### src/rtl/if_stage.sv
// Instruction-fetch stage: PC register, next-PC select, imem request handshake and IF/ID register.
// Optional IF_PERF_CNT_EN adds perf_fetched / perf_bubbles counters.
module if_stage #(
    parameter logic [31:0] RESET_PC = 32'd0,
    parameter logic [31:0] NOP_INST = 32'h00000013
) (
    input  logic        clk,
    input  logic        rst,
    input  logic [2:0]  PC_src,
    input  logic        pc_write,
    input  logic        IF_ID_write,
    input  logic        IF_ID_flush,
    input  logic [31:0] PFC_to_IF,
    input  logic [31:0] PFC_to_EX,
    input  logic [31:0] jr_target,
    output logic [31:0] imem_addr,
    output logic        imem_req,
    input  logic        imem_valid,
    input  logic [31:0] imem_rdata,
    output logic [31:0] pc,
    output logic [31:0] inst,
    output logic        IF_ID_valid,
    output logic        fetch_busy
`ifdef IF_PERF_CNT_EN
    ,
    output logic [31:0] perf_fetched,
    output logic [31:0] perf_bubbles
`endif
);

    localparam logic [1:0] S_REQ  = 2'd0;
    localparam logic [1:0] S_DROP = 2'd1;
    localparam logic [1:0] S_HOLD = 2'd2;

    logic [1:0]  state, state_n;
    logic [31:0] pc_reg, pc_reg_n;
    logic [31:0] pend_pc, pend_pc_n;
    logic [31:0] buf_pc, buf_pc_n;
    logic [31:0] buf_inst, buf_inst_n;
    logic [31:0] target;
    logic        redirect, complete, hold_dlv, fetch_dlv, dlv;

    always_comb begin
        target = PFC_to_IF;
        case (PC_src)
            3'd1:    target = PFC_to_IF;
            3'd2:    target = PFC_to_EX;
            3'd3:    target = jr_target;
            default: target = PFC_to_IF;
        endcase
    end

    assign redirect   = pc_write & ((PC_src == 3'd1) | (PC_src == 3'd2) | (PC_src == 3'd3));
    // DROP reissues the old pc_reg (pending target parked elsewhere), so addr is always pc_reg
    assign imem_addr  = pc_reg;
    assign imem_req   = rst & (state != S_HOLD);
    assign complete   = imem_req & imem_valid;
    assign fetch_busy = ~(complete & (state == S_REQ));

    assign hold_dlv  = (state == S_HOLD) & ~redirect;
    assign fetch_dlv = (state == S_REQ) & complete & ~redirect & pc_write;
    assign dlv       = hold_dlv | fetch_dlv;

    always_comb begin
        state_n    = state;
        pc_reg_n   = pc_reg;
        pend_pc_n  = pend_pc;
        buf_pc_n   = buf_pc;
        buf_inst_n = buf_inst;
        case (state)
            S_REQ: begin
                if (redirect) begin
                    if (complete) begin
                        pc_reg_n = target;
                    end else begin
                        pend_pc_n = target;
                        state_n   = S_DROP;
                    end
                end else if (complete && !IF_ID_flush) begin
                    if (pc_write) pc_reg_n = pc_reg + 32'd1;
                    // Decode cannot take the word this edge: park it
                    if (!pc_write || !IF_ID_write) begin
                        buf_pc_n   = pc_reg;
                        buf_inst_n = imem_rdata;
                        state_n    = S_HOLD;
                    end
                end
            end
            S_DROP: begin
                if (redirect) begin
                    if (complete) begin
                        pc_reg_n = target;
                        state_n  = S_REQ;
                    end else begin
                        pend_pc_n = target;
                    end
                end else if (complete) begin
                    pc_reg_n = pend_pc;
                    state_n  = S_REQ;
                end
            end
            S_HOLD: begin
                if (redirect) begin
                    pc_reg_n = target;
                    state_n  = S_REQ;
                end else if (IF_ID_flush) begin
                    state_n = S_REQ;
                end else if (IF_ID_write) begin
                    if (pc_write) pc_reg_n = buf_pc + 32'd1;
                    state_n = S_REQ;
                end
            end
            default: state_n = S_REQ;
        endcase
    end

    always_ff @(posedge clk or negedge rst) begin
        if (!rst) begin
            state    <= S_REQ;
            pc_reg   <= RESET_PC;
            pend_pc  <= RESET_PC;
            buf_pc   <= 32'd0;
            buf_inst <= NOP_INST;
        end else begin
            state    <= state_n;
            pc_reg   <= pc_reg_n;
            pend_pc  <= pend_pc_n;
            buf_pc   <= buf_pc_n;
            buf_inst <= buf_inst_n;
        end
    end

    always_ff @(posedge clk or negedge rst) begin
        if (!rst) begin
            pc          <= 32'd0;
            inst        <= NOP_INST;
            IF_ID_valid <= 1'b0;
        end else if (IF_ID_flush) begin
            pc          <= 32'd0;
            inst        <= NOP_INST;
            IF_ID_valid <= 1'b0;
        end else if (IF_ID_write) begin
            if (hold_dlv) begin
                pc          <= buf_pc;
                inst        <= buf_inst;
                IF_ID_valid <= 1'b1;
            end else if (fetch_dlv) begin
                pc          <= pc_reg;
                inst        <= imem_rdata;
                IF_ID_valid <= 1'b1;
            end else begin
                pc          <= pc_reg;
                inst        <= NOP_INST;
                IF_ID_valid <= 1'b0;
            end
        end
    end

`ifdef IF_PERF_CNT_EN
    always_ff @(posedge clk or negedge rst) begin
        if (!rst) begin
            perf_fetched <= 32'd0;
            perf_bubbles <= 32'd0;
        end else begin
            if (!IF_ID_flush && IF_ID_write && dlv) perf_fetched <= perf_fetched + 32'd1;
            if (IF_ID_flush || (IF_ID_write && !dlv)) perf_bubbles <= perf_bubbles + 32'd1;
        end
    end
`endif

endmodule
### config.mk
export PLATFORM = sky130hd
export DESIGN_NAME = if_stage
export DESIGN_NICKNAME = d
export VERILOG_FILES = /design/src/rtl/if_stage.sv
export SDC_FILE = /design/constraint.sdc
export NUM_CORES = 1
export LEC_CHECK = 0
export ABC_AREA = 1
export CELL_PAD_IN_SITES_DETAIL_PLACEMENT = 1
export CELL_PAD_IN_SITES_GLOBAL_PLACEMENT = 2
export CORE_MARGIN = 2
export CORE_UTILIZATION = 28
export CTS_BUF_LIST = sky130_fd_sc_hd__clkbuf_4 sky130_fd_sc_hd__clkbuf_8 sky130_fd_sc_hd__clkbuf_16
export DETAILED_ROUTE_END_ITERATION = 7
export PLACE_DENSITY = 0.79
export SLEW_MARGIN = 5
export SYNTH_ARGS = -nofsm -noshare
export SYNTH_HDL_FRONTEND = slang
export SYNTH_SLANG_ARGS = --single-unit
### constraint.sdc
create_clock -name clk -period 2.2 [get_ports clk]
set_input_delay 0.44 -clock clk [delete_from_list [all_inputs] [get_ports clk]]
set_output_delay 0.44 -clock clk [all_outputs]
set_load 0.01 [all_outputs]
==> summary.md <==
| Metric | Value |
|---|---|
| Post-Layout Cell Count | approximately 2800 |
| Final critical-path share of the clock period | 99.0% |
| First-pass GRT wire length | 86200 um |
| Critical Path Fanout Max | 9 |
| Worst hold-check slack | 0.311 ns |
| Setup clock skew after layout | between 0.01 and 0.015 ns |
| Sum of negative setup slack | 0 ns |
| Number of DRC violations after detailed routing | 0 |
| Worst min-delay path class | primary input to async pin |
| Avg Cell Area, Syn | around 6.5 um2 |
| Cell count after synthesis | 1863 |
| Number of vias after detailed routing | 14000 |
| Via count of the first global-routing pass | 14600 |
| Overall fraction of global-route tracks in use | 25.3% |
| Die Outline Area | 45200 um2 |
| CTS Buf Count | 17 |
| # port buffers | 235 |
| Area occupied by multi-input gates | 6440 um2 |
| DP Area | between 15000 and 20000 um2 |
| Upper clock frequency limit | 459 MHz |
| Nets@finish | 2327 |
| GRT Residual Overflow | 0 |
| Synthesized netlist net count | 2005 |
| PnR worst setup slack | approximately 0.023 ns |
| Number of endpoints with negative hold slack in the final report | 0 |
| CTS Root Buffer Type | clkbuf_16 |
| Count of final max-slew check failures | 0 |
| Number of H-tree levels | 4 |
| Number of distinct library cells after synthesis | 40 |
| CTS sink count | 195 |
| IR drop worst, VDD | between 0.0005 and 0.0006 V |
| Maximum clock path buffer count | 2 |
| Startpoint types | flip-flop |
| Critical path buffers and inverters | 1 |
| Vertical extent of the die | 213 um |
| Run status | complete, no violations |
| Filler cell count in the final layout | 5441 |
| Clock transition at the register clock pins on the worst setup and hold paths after CTS | around 0.090 ns |
| Post-Place Worst Slack | -0.303 ns |
| TritonCTS clock tree | yes |
| Worst setup path category | flip-flop to output pin |
| Total iterations of the first detailed-routing run | 5 |
| Layout cells sized above 1 | a little under an eighth |
| Areal power density over the cells | approximately 1100 nW/um2 |
| Overall power consumption | 18.7 mW |
| Top delay family on crit path | buffers and inverters |
| Layout Utilization | 39.7% |
| Clock insertion delay at the later pin of the skew report | about 0.48 ns |
| Worst path slowest cell | clkdlybuf4s50_1 |
| Antenna violations before repair | 0 |
| Ys Warns | 0 |
| Standard cell core area | 43000 um2 |
| Top library cells by usage in the layout, fill and taps aside | 798 x nand2_1, 231 x clkdlybuf4s50_1, 175 x dfrtp_1 |
| Avg Vias per Cell | roughly 5 |
| Least-Margin Pin Slew | 0.678 ns |
| Count of antenna diodes in the layout | 0 |
| Initial core utilization | 28.3% |
| Design Area, Final | around 17000 um2 |
| Standard-cell row count | 76 |
| Total routed wirelength | 56400 um |
| Register cell area after layout | 4900 um2 |
| Critical Path End Type | output pin |
| Worst-case headroom to the max-slew limit | 54.8% |
| Post-synth design cell area | 12200 um2 |
| Layout overhead on the synthesized area | 40.1% |
| Largest net degree at the start of global routing | 105 |
| DP Cell Count | approximately 2700 |
| Final weighted congestion in routability-driven placement | a little under 0.9 |
| Number of violations of the max-capacitance limit | 0 |
| Endpoints failing setup | 0 |
| Leak | 7.82 nW |
| Routed length per instance | ~20 um |
| Boundary pin count | 236 |
| Critical Path Max Stage Delay | ~0.66 ns |
| Final HPWL from detailed placement | 43100 um |
| Antenna Nets Post-Route | 0 |
| Required @ worst endpoint | 1.76 ns |
| Data arrival, critical path | 1.74 ns |
| Width of the die | 213 um |
| Synthesis-stage register bit count | 195 |
| Minimum clock period after layout | approximately 2.2 ns |
| Cells traversed along the worst timing path | clkdlybuf4s50_1 |
| Leading cell type in the layout, fill and taps excluded | nand2_1 |
| Detailed router's first-iteration violation count | 800 |
| Register area share after synthesis | 40.1% |
final cells by class:
type                       instances  share of cell area [%]
inverter                         116                    2.57
multi-input combinational       1448                    37.7
clock inverter                    13                   0.931
sequential                       195                    28.7
tap                              585                    4.29
clock buffer                      19                    2.62
timing repair buffer             407                    23.2
layer usage:
layer,global-route usage [%],wire [um]
met3,3.29,1630
met1,32.2,25100
met4,8.05,1460
met5,0,0
met2,44.4,28200
cells in the mapped netlist, drive strengths merged:
cell type  instances  share of area [%]
dfrtp            189                 39
inv              113                3.5
nand3b             3               0.18
nand4             40                2.1
a22oi             29                1.8
buf               56                2.3
dfstp              6                1.3
nor2             166                5.3
o31ai              5               0.31
o211ai             7               0.47
nor3              15               0.75
xor2               3               0.22
o22a               3               0.22
a31oi              1              0.051
nand2            800                 25
o21bai             5               0.31
a211oi             2               0.12
a21oi             67                2.8
o21ai            144                5.9
clkbuf            48                1.5
a32o               8               0.66
ha                 5               0.51
clkinv             3              0.092
nand3            143                6.0
xnor2              2               0.14
power by group:
part | switching [mW] | total (mW) | internal, mW
Sequential | 1.45 | 6.38 | 4.93
Clock | 1.73 | 3.40 | 1.68
Combinational | 5.16 | 8.93 | 3.77
worst paths after layout:
kind | start | end | cells after the start | slack (ns)
max reg2reg | state[1] | imem_addr[29] | 13 | 0.16
max | imem_addr[19] | imem_addr[19] | 1 | 0.02
min reg2reg | buf_inst[24] | buf_inst[24] | 2 | 0.48
min | rst | pc[21] | 3 | 0.31
min in group clk | buf_inst[24] | buf_inst[24] | 2 | 0.48
max in group asynchronous | rst | buf_inst[0] | 2 | 1.32
timing repair:
action | CTS | global route
buffers inserted | 0 | 4
pin swaps | 0 | 1
endpoints found under the hold margin | 5 | 0
setup endpoints to repair | 10 | 16
gates resized for setup | 13 | 11
hold buffers | 1 | 0
cell families (layout without fill, tap and decap cells):
| family | count (synthesis) | in the layout | share of synthesized area [%] |
|---|---|---|---|
| adder cells (fa/ha/maj) | 5 | 5 | 0.513 |
| AO/OA/AOI/OAI | 271 | 271 | 12.6 |
| XOR/XNOR | 5 | 5 | 0.359 |
| buffers and inverters | 220 | 555 | 7.41 |
| AND/OR/NAND/NOR | 1167 | 1167 | 39.0 |
| flip-flops | 195 | 195 | 40.1 |
No activity file was read; power rests on OpenSTA's default activity.
